$ cat src/rtl/shift_sched_if.sv
// Request, shared-shifter and response signals of the shift scheduler.
// slave is the scheduler's view; master is the surrounding system's view.
interface shift_sched_if;
    logic        req0_valid;
    logic        req0_ready;
    logic [31:0] req0_x;
    logic [4:0]  req0_s;
    logic [1:0]  req0_op;

    logic        req1_valid;
    logic        req1_ready;
    logic [31:0] req1_x;
    logic [4:0]  req1_s;
    logic [1:0]  req1_op;

    logic [31:0] sh_x;
    logic [4:0]  sh_s;
    logic        sh_left;
    logic        sh_log;
    logic [31:0] sh_z;

    logic        rsp_valid;
    logic        rsp_ready;
    logic [31:0] rsp_z;
    logic        rsp_id;

    modport slave (
        input  req0_valid, req0_x, req0_s, req0_op,
        output req0_ready,
        input  req1_valid, req1_x, req1_s, req1_op,
        output req1_ready,
        output sh_x, sh_s, sh_left, sh_log,
        input  sh_z,
        output rsp_valid, rsp_z, rsp_id,
        input  rsp_ready
    );

    modport master (
        output req0_valid, req0_x, req0_s, req0_op,
        input  req0_ready,
        output req1_valid, req1_x, req1_s, req1_op,
        input  req1_ready,
        input  sh_x, sh_s, sh_left, sh_log,
        output sh_z,
        input  rsp_valid, rsp_z, rsp_id,
        output rsp_ready
    );
endinterface

$ cat src/rtl/shift_sched.sv
// Two-requester round-robin scheduler for one shared combinational barrel shifter.
// Rotate-left is built from a left pass followed by a logical-right pass ORed in.
//
// state | meaning
// IDLE  | arbitrate; READY combinational from VALID
// PASS1 | main shift of the latched operand, result captured
// PASS2 | rotate only: right shift by (32-S) ORed into result
// RESP  | result presented until consumer accepts
module shift_sched #(
    parameter bit RR_INIT = 1'b0
) (
    input  logic        clk,
    input  logic        rst,
    shift_sched_if.slave bus
);

    typedef enum logic [1:0] {
        IDLE  = 2'd0,
        PASS1 = 2'd1,
        PASS2 = 2'd2,
        RESP  = 2'd3
    } state_t;

    state_t      state;
    state_t      state_nxt;

    logic        prio;
    logic [31:0] x_q;
    logic [4:0]  s_q;
    logic [1:0]  op_q;
    logic        id_q;
    logic [31:0] result_q;
    logic [31:0] rsp_z_q;

    logic        gnt0;
    logic        gnt1;
    logic        hs;
    logic        rdy0;
    logic        rdy1;
    logic [31:0] sh_x;
    logic [4:0]  sh_s;
    logic        sh_left;
    logic        sh_log;
    logic        rsp_valid;
    logic [31:0] result_nxt;

    // Lone requester always wins; on contention the priority holder wins.
    assign gnt0 = bus.req0_valid & (~bus.req1_valid | ~prio);
    assign gnt1 = bus.req1_valid & (~bus.req0_valid |  prio);

    always_ff @(posedge clk) begin
        if (rst) begin
            state <= IDLE;
        end else begin
            state <= state_nxt;
        end
    end

    always_comb begin
        state_nxt  = state;
        hs         = 1'b0;
        rdy0       = 1'b0;
        rdy1       = 1'b0;
        sh_x       = '0;
        sh_s       = '0;
        sh_left    = 1'b0;
        sh_log     = 1'b0;
        rsp_valid  = 1'b0;
        result_nxt = result_q;
        case (state)
            IDLE: begin
                rdy0 = gnt0;
                rdy1 = gnt1;
                hs   = gnt0 | gnt1;
                if (hs) begin
                    state_nxt = PASS1;
                end
            end
            PASS1: begin
                sh_x       = x_q;
                sh_s       = s_q;
                sh_left    = op_q[1];
                sh_log     = ~op_q[1] & op_q[0];
                result_nxt = bus.sh_z;
                if (op_q == 2'b11 && s_q != 5'd0) begin
                    state_nxt = PASS2;
                end else begin
                    state_nxt = RESP;
                end
            end
            PASS2: begin
                sh_x       = x_q;
                sh_s       = 5'd0 - s_q;
                sh_log     = 1'b1;
                result_nxt = result_q | bus.sh_z;
                state_nxt  = RESP;
            end
            RESP: begin
                rsp_valid = 1'b1;
                if (bus.rsp_ready) begin
                    state_nxt = IDLE;
                end
            end
            default: begin
                state_nxt = IDLE;
            end
        endcase
        if (rst) begin
            rdy0      = 1'b0;
            rdy1      = 1'b0;
            sh_x      = '0;
            sh_s      = '0;
            sh_left   = 1'b0;
            sh_log    = 1'b0;
            rsp_valid = 1'b0;
        end
    end

    // rsp_z_q only loads on entry to RESP so the visible result never shows
    // the half-built rotate value.
    always_ff @(posedge clk) begin
        if (rst) begin
            prio     <= RR_INIT;
            x_q      <= '0;
            s_q      <= '0;
            op_q     <= '0;
            id_q     <= 1'b0;
            result_q <= '0;
            rsp_z_q  <= '0;
        end else begin
            if (hs) begin
                x_q  <= gnt1 ? bus.req1_x  : bus.req0_x;
                s_q  <= gnt1 ? bus.req1_s  : bus.req0_s;
                op_q <= gnt1 ? bus.req1_op : bus.req0_op;
                id_q <= gnt1;
                prio <= ~prio;
            end
            result_q <= result_nxt;
            if (state_nxt == RESP && state != RESP) begin
                rsp_z_q <= result_nxt;
            end
        end
    end

    assign bus.req0_ready = rdy0;
    assign bus.req1_ready = rdy1;
    assign bus.sh_x       = sh_x;
    assign bus.sh_s       = sh_s;
    assign bus.sh_left    = sh_left;
    assign bus.sh_log     = sh_log;
    assign bus.rsp_valid  = rsp_valid;
    assign bus.rsp_z      = rst ? 32'd0 : rsp_z_q;
    assign bus.rsp_id     = id_q;

endmodule

$ cat src/flat_wrapper.sv
// flat-port wrapper written by rule: the top's interface ports become plain ports
module shift_sched_flat 
#(
    parameter bit RR_INIT = 1'b0
)
  (clk, rst, bus_req0_valid, bus_req0_x, bus_req0_s, bus_req0_op, bus_req0_ready, bus_req1_valid, bus_req1_x, bus_req1_s, bus_req1_op, bus_req1_ready, bus_sh_x, bus_sh_s, bus_sh_left, bus_sh_log, bus_sh_z, bus_rsp_valid, bus_rsp_z, bus_rsp_id, bus_rsp_ready);
  shift_sched_if bus_i ();
  input  logic clk;
  input  logic rst;
  input wire logic [$bits(bus_i.req0_valid)-1:0] bus_req0_valid;
  input wire logic [$bits(bus_i.req0_x)-1:0] bus_req0_x;
  input wire logic [$bits(bus_i.req0_s)-1:0] bus_req0_s;
  input wire logic [$bits(bus_i.req0_op)-1:0] bus_req0_op;
  output wire logic [$bits(bus_i.req0_ready)-1:0] bus_req0_ready;
  input wire logic [$bits(bus_i.req1_valid)-1:0] bus_req1_valid;
  input wire logic [$bits(bus_i.req1_x)-1:0] bus_req1_x;
  input wire logic [$bits(bus_i.req1_s)-1:0] bus_req1_s;
  input wire logic [$bits(bus_i.req1_op)-1:0] bus_req1_op;
  output wire logic [$bits(bus_i.req1_ready)-1:0] bus_req1_ready;
  output wire logic [$bits(bus_i.sh_x)-1:0] bus_sh_x;
  output wire logic [$bits(bus_i.sh_s)-1:0] bus_sh_s;
  output wire logic [$bits(bus_i.sh_left)-1:0] bus_sh_left;
  output wire logic [$bits(bus_i.sh_log)-1:0] bus_sh_log;
  input wire logic [$bits(bus_i.sh_z)-1:0] bus_sh_z;
  output wire logic [$bits(bus_i.rsp_valid)-1:0] bus_rsp_valid;
  output wire logic [$bits(bus_i.rsp_z)-1:0] bus_rsp_z;
  output wire logic [$bits(bus_i.rsp_id)-1:0] bus_rsp_id;
  input wire logic [$bits(bus_i.rsp_ready)-1:0] bus_rsp_ready;
  assign bus_i.req0_valid = bus_req0_valid;
  assign bus_i.req0_x = bus_req0_x;
  assign bus_i.req0_s = bus_req0_s;
  assign bus_i.req0_op = bus_req0_op;
  assign bus_req0_ready = bus_i.req0_ready;
  assign bus_i.req1_valid = bus_req1_valid;
  assign bus_i.req1_x = bus_req1_x;
  assign bus_i.req1_s = bus_req1_s;
  assign bus_i.req1_op = bus_req1_op;
  assign bus_req1_ready = bus_i.req1_ready;
  assign bus_sh_x = bus_i.sh_x;
  assign bus_sh_s = bus_i.sh_s;
  assign bus_sh_left = bus_i.sh_left;
  assign bus_sh_log = bus_i.sh_log;
  assign bus_i.sh_z = bus_sh_z;
  assign bus_rsp_valid = bus_i.rsp_valid;
  assign bus_rsp_z = bus_i.rsp_z;
  assign bus_rsp_id = bus_i.rsp_id;
  assign bus_i.rsp_ready = bus_rsp_ready;
  shift_sched #(.RR_INIT(RR_INIT)) u_core (.clk(clk), .rst(rst), .bus(bus_i));
endmodule
$ cat config.mk
export PLATFORM = sky130hd
export DESIGN_NAME = shift_sched_flat
export DESIGN_NICKNAME = d
export VERILOG_FILES = /design/src/rtl/shift_sched_if.sv /design/src/rtl/shift_sched.sv /design/src/flat_wrapper.sv
export SDC_FILE = /design/constraint.sdc
export NUM_CORES = 1
export LEC_CHECK = 0
export BUFFER_PORTS_ARGS = -buffer_cell sky130_fd_sc_hd__buf_2
export CORE_MARGIN = 2
export CORE_UTILIZATION = 52
export CTS_BUF_LIST = sky130_fd_sc_hd__clkbuf_16
export CTS_CLUSTER_SIZE = 10
export DETAILED_ROUTE_END_ITERATION = 16
export PLACE_DENSITY = 0.92
export REMOVE_ABC_BUFFERS = 1
export SYNTH_ARGS = -nofsm -noshare
export SYNTH_HDL_FRONTEND = slang
export SYNTH_SLANG_ARGS = --single-unit
$ cat constraint.sdc
create_clock -name clk -period 5.5 [get_ports clk]
set_input_delay 0.275 -clock clk [delete_from_list [all_inputs] [get_ports clk]]
set_output_delay 0.275 -clock clk [all_outputs]
set_load 0.02 [all_outputs]
==> impl_results.md, run 1 <==
- Switching share of power: 31.70%
- Hold EP: u_core.result_q[16]
- Setup violators final: 0
- Yosys top cell by area: dfxtp_1
- Critical Path AT: 2.96 ns
- Crit share post-route: 49.74%
- Iter 0 DRT Violations: 115
- CTS tree: done
- Worst Setup Start Kind: flop
- Clk_lat worst skew: 0.34 ns
- Final Critical Period: 2.736 ns
- Hold Path Stages: 3
- Seq pwr share: 44.5%
- Final hold slack: 0.2183 ns
- # Post-CTS Setup Buffers: 0
- Top post-synthesis cells by area: dfxtp_1, mux2_4, mux2i_1
- Number of max-cap violations: 0
- Yosys reg bits: 107
- Ys flop type: dfxtp_1
- Status: finished clean
- TNS Setup: 0 ns
- Antenna Cells: 0
- ANT nets after route: 0
- Pre-CTS setup slack: 2.781 ns
- Starting Density: 54.28%
- Hold Fails Final Rpt: 0
- Routed wire length: 11.51 mm
- RSZ-0062 raised after global routing: false
- Logic gate share of total power: 24.0%
- Yosys warnings: 0
- Leakage power: 3.042 nW
- Post-CTS sizing: 0
- Via count: 4027
- Via density per instance: 5.292
- Total CTS buffers: 9
- Clk_skew: 0.01107 ns
- Worst-case clock buffer depth: 2
- Clk sinks: 107
- Number of global-route vias before repair: 3972
- Mapped Area: 4780 um^2
- Antenna violations before repair: 0
- # port buffers: 189
- Worst Setup Slack, final: 2.764 ns
- Core Rows: 34
- Cell Area, Placed: 5736 um^2
- DRC Markers: 0
- Worst hold path class: in2reg
- CP bufs+invs: 1
- Worst Setup End Kind: flop
- Top-area cell type share of the netlist area: 44.82%
- Layout cell share with drive strength beyond 1: 37.52%
- Worst IR Drop VDD: 0.0002124 V
- Mapped Cells: 483
- Post-synth ARST share: 0%
- Register-to-Register Path Depth: 6
- Full die area: 9974 um^2
- Drt first pass iters: 4
- Delay-heaviest family, CP: compound AO/OA/AOI/OAI gates
- All-Layer GR Usage: 22.25%
- Psw: 0.0006415 W
- Design area: 6038 um^2
- Reg2reg setup slack: 2.76 ns
- WL/cell: 15.13 um
- Clock transition at path regs: 0.07 ns
- Critical path class: reg2reg
- FF-to-FF End: u_core.rsp_z_q[16]
- Die X: 99.87 um
- CTS Root Cell: clkbuf_16
- Sequential fraction of the synthesis area: 44.82%
- Pwr Density: 335.1 nW/um^2
- Int Pwr: 0.001382 W
- Final nets: 770
- Io pins: 190
- Worst hold start: bus_sh_z[16]
- Total power: 0.002023 W
- Area Growth Syn to Fin: 26.34%
- Total core area: 8806 um^2
- First-pass GRT wire length: 17.98 mm
- Worst reg2reg startpoint: u_core.state[0]
- CP Data Required Time: 5.73 ns
- Slew @ Worst Pin: 1.191 ns
- Largest net degree at the start of global routing: 113
- Multi-input logic area: 2442 um^2
- Routability cong.: 0.7868
- Relative slew slack: 20.63%
- Post-synth cell types: 33
- Total gr overflow: 0
- Detailed placement HPWL: 8.272 mm
- Die H: 99.87 um
- Slowest cell on crit path: a2111o_2
- CP Max Fanout: 32
- CP cell instances: inv_1, ha_1, o21ba_2, a311oi_1, a2111o_2, mux2_2
- Worst Setup SP: u_core.state[0]
- Post-Syn Area per Cell: 9.896 um^2
- Post-synth EDFFs: 0
- Hold Buf Count CTS: 0
- Reg area: 2142 um^2
- F_max: 365.5 MHz
- H-tree depth reported by CTS: 3
- Final slew viol count: 0
- Worst path max stage delay: 0.82 ns
- Clock power share: 31.5%
- Fill count: 666
==> flip-flops by register name (all words and copies together), names as in the netlist <==
| register | count |
|---|---|
| u_core.op_q | 2 |
| u_core.prio | 1 |
| u_core.result_q | 32 |
| u_core.state | 2 |
| u_core.rsp_z_q | 32 |
| u_core.x_q | 32 |
| u_core.bus.rsp_id | 1 |
| u_core.s_q | 5 |
==> metal layers <==
layer / vias up / wire length [um] / GRT usage (%)
li1: 2005 / - / -
met1: 1859 / 4958 / 26.49
met2: 149 / 5539 / 39.09
met3: 14 / 858 / 5.780
met4: 0 / 157 / 7.482
met5: - / 0 / 0
==> worst reg2reg max path: stages, from the launching register on <==
cell	delay, ns
dfxtp_1	0.40
inv_1	0.11
ha_1	0.34
o21ba_2	0.26
a311oi_1	0.28
a2111o_2	0.82
mux2_2	0.43
==> synthesized netlist by cell type (all sizes together) (3+ instances only) <==
cell type and n:
a211oi 41, a22oi 34, and2 32, buf 12
clkbuf 27, dfxtp 107, ha 7, inv 10
mux2 32, mux2i 39, nand2b 3, nor2 81
nor2b 35, o21ai 4
==> cell usage in the layout, fill, tap and decap left out, drive strengths merged <==
cell type / instances
buf: 193
dfxtp: 107
nor2: 81
a211oi: 41
mux2i: 39
nor2b: 35
a22oi: 34
and2: 32
mux2: 32
inv: 14
clkbuf: 9
ha: 7
o21ai: 4
nand2b: 3
nor3b: 2
a21oi: 2
nand2: 2
a311oi: 2
clkinv: 2
nor4b: 1
o311ai: 1
a21o: 1
a31oi: 1
o21a: 1
and3: 1
and4bb: 1
o21ba: 1
a2111o: 1
xnor2: 1
o32ai: 1
clkinvlp: 1
==> cell families after synthesis <==
group / synth area share [%]
buf+inv: 4.477
simple gates: 16.57
compound gates: 14.06
xor+xnor: 0.1833
mux: 18.06
fa+ha+maj: 1.832
flops: 44.82
==> worst max-delay path by stage <==
| stage | to | slack, ns | cells after the start |
|---|---|---|---|
| detailed placement | u_core.rsp_z_q[15] | 2.78 | 6 |
| finish | u_core.rsp_z_q[16] | 2.76 | 6 |
| global route | u_core.rsp_z_q[15] | 2.58 | 6 |
| global placement | u_core.rsp_z_q[16] | 2.89 | 6 |
| floorplan | bus_req1_ready | 1.80 | 2 |
| CTS | u_core.rsp_z_q[15] | 2.76 | 6 |
==> layout make-up <==
cell class	count	area share (%)
inverters	10	0.6216
multi-input cells	327	40.45
well taps	108	2.238
clock inverters	7	1.285
flip-flops and latches	107	35.47
repair buffers	193	16.20
clock buffers	9	3.730
==> power groups by stage <==
stage                     clock [W]  sequential (W)  combinational (W)
after CTS                  0.000652        0.000899           0.000490
after floorplan                   0        0.000904           0.000344
after global placement            0        0.000911           0.000468
after global routing       0.000687        0.000909           0.000537
after detailed placement          0        0.000917           0.000488
final                      0.000638        0.000900           0.000485
==> metrics by stage <==
step                      cells  utilization (%)
after CTS                   761            68.57
final                       761            68.57
after global routing        761            68.57
after global placement      745            65.13
after detailed placement    745            65.13
after floorplan             444                -
Note: power is estimated with default switching activity, not from simulation.
==> inputs of run 2 (changes only) <==
CORE_UTILIZATION = 49   (was 52)
PLACE_DENSITY = 0.88   (was 0.92)
clock period = 2.85 ns   (was 5.5 ns; I/O delays follow)
==> run 2 against run 1 <==
  * Register-to-register slack lost 2.5 ns
  * Non-clock buffer count grew 3
  * Sequential share of layout area shrank 0.63 points
  * Largest cell class unchanged
==> impl_results.md, run 2 (same netlist as run 1, synthesis figures left out) <==
- Status: finished clean
- Number of global-route vias before repair: 4017 (+1.1%)
- Top flop regs: u_core.result_q: 32 flops, u_core.rsp_z_q: 32 flops, u_core.x_q: 32 flops
- Final nets: 773 (+0.39%)
- Via density per instance: 5.138 (-2.9%)
- Relative slew slack: 16.17% (-4.5 points)
- Number of max-cap violations: 0 (unchanged)
- F_max: 393.1 MHz (+7.5%)
- Clk_lat worst skew: 0.35 ns (about the same)
- Total gr overflow: 0 (unchanged)
- Total core area: 9639 um^2 (+9.5%)
- Clk sinks: 107 (unchanged)
- DRC Markers: 0 (unchanged)
- Final hold slack: 0.07876 ns (-0.1395 ns)
- All-Layer GR Usage: 21.65% (-0.60 points)
- Iter 0 DRT Violations: 126 (+9.6%)
- Worst IR Drop VDD: 0.0003343 V (+57%)
- Io pins: 190 (unchanged)
- Cell Area, Placed: 5814 um^2 (+1.4%)
- # port buffers: 189 (unchanged)
- # Post-CTS Setup Buffers: 0 (unchanged)
- Worst Setup Start Kind: flop
- CTS tree: done
- Total power: 0.004061 W (+100%)
- Worst Setup End Kind: flop
- Design area: 6147 um^2 (+1.8%)
- Crit share post-route: 89.26% (+40 points)
- Critical path class: reg2reg
- Clk_skew: 0.01152 ns (+0.0004503 ns)
- Routed wire length: 11.91 mm (+3.5%)
- Largest net degree at the start of global routing: 69 (-39%)
- Antenna violations before repair: 0 (unchanged)
- Full die area: 10560 um^2 (+5.9%)
- Slew @ Worst Pin: 1.257 ns (+0.06690 ns)
- Commonest non-fill, non-tap cell in the layout: buf_2
- Drt first pass iters: 4 (unchanged)
- Total CTS buffers: 9 (unchanged)
- ANT nets after route: 0 (unchanged)
- Final Critical Period: 2.544 ns (-0.1920 ns)
- Worst-case clock buffer depth: 2 (unchanged)
- Clock transition at path regs: 0.08 ns (about the same)
- Routability cong.: 0.7927 (+0.75%)
- Hold Buf Count CTS: 0 (unchanged)
- Antenna Cells: 0 (unchanged)
- Most frequent cells in the layout: buf_2, dfxtp_1, nor2_1
- Area Growth Syn to Fin: 28.61%
- Setup violators final: 0 (unchanged)
- Die H: 102.8 um (+2.9%)
- CTS Root Cell: clkbuf_16
- WL/cell: 15.10 um (-0.21%)
- Final core occ: 63.77% (-4.8 points)
- First-pass GRT wire length: 18.08 mm (+0.57%)
- Pwr Density: 660.6 nW/um^2 (+97%)
- Via count: 4054 (+0.67%)
- Leakage power: 3.083 nW (+1.4%)
- Layout cell share with drive strength beyond 1: 37.80% (+0.29 points)
- Final slew viol count: 0 (unchanged)
- CP Max Fanout: 32 (unchanged)
- H-tree depth reported by CTS: 3 (unchanged)
- Detailed placement HPWL: 8.343 mm (+0.86%)
- Die X: 102.8 um (+2.9%)
- Critical Path AT: 2.83 ns (-0.13 ns)
- Post-CTS sizing: 0 (unchanged)
- RSZ-0062 raised after global routing: false
- Starting Density: 49.58% (-4.7 points)
- CP Data Required Time: 3.14 ns (-2.59 ns)
- Hold Fails Final Rpt: 0 (unchanged)
- Worst hold path class: in2reg
- Core Rows: 36 (+5.9%)
## run 2: per-stage QoR
stage | worst slack [ns] | setup TNS, ns | cells
floorplan | -0.8437 | -35.21 | 444
detailed placement | 0.3762 | 0 | 773
CTS | 0.3139 | 0 | 789
global placement | 0.4995 | 0 | 773
finish | 0.3060 | 0 | 789
global route | 0.1735 | 0 | 789
## run 2: report_power, final
part           switching (W)  total [W]  internal [W]
clock               0.000629    0.00136      0.000726
sequential         0.0000831    0.00174       0.00166
combinational       0.000567   0.000967      0.000400
total                0.00128    0.00406       0.00278
## run 2: cell type report
cell class / count / area [um^2]
well taps: 133 / 166.4
multi-input cells: 327 / 2442
repair buffers: 196 / 1026
clock inverters: 7 / 107.6
clock buffers: 9 / 225.2
flip-flops and latches: 107 / 2142
inverters: 10 / 37.54
fillers: 798 / 3492
## run 2: routing by layer
layer  track usage (%)  part of all wire (%)  routed length (um)  up-vias
met5                 0                     0                   0        -
met4             6.579                   1.2                 146        0
met3             5.627                   7.6                 911       15
met2             38.76                    49                5777      161
met1             25.47                    43                5076     1860
li1                  -                     -                   -     2018
## run 2: critical path, cell delays in order, from the launching register on
cell	delay [ns]
dfxtp_1	0.35
inv_1	0.13
ha_1	0.39
o21a_1	1.04
a22oi_1	0.21
nor2_1	0.21
mux2_4	0.16
## run 2: worst paths after layout
check / from / slack (ns) / end / depth (start not counted)
setup reg to reg: u_core.state[0] / 0.31 / u_core.rsp_z_q[13] / 6
hold / removal: bus_sh_z[28] / 0.08 / u_core.result_q[28] / 3
setup / recovery: u_core.state[0] / 0.31 / u_core.rsp_z_q[13] / 6
hold reg to reg: u_core.bus.rsp_id / 0.48 / u_core.bus.rsp_id / 2
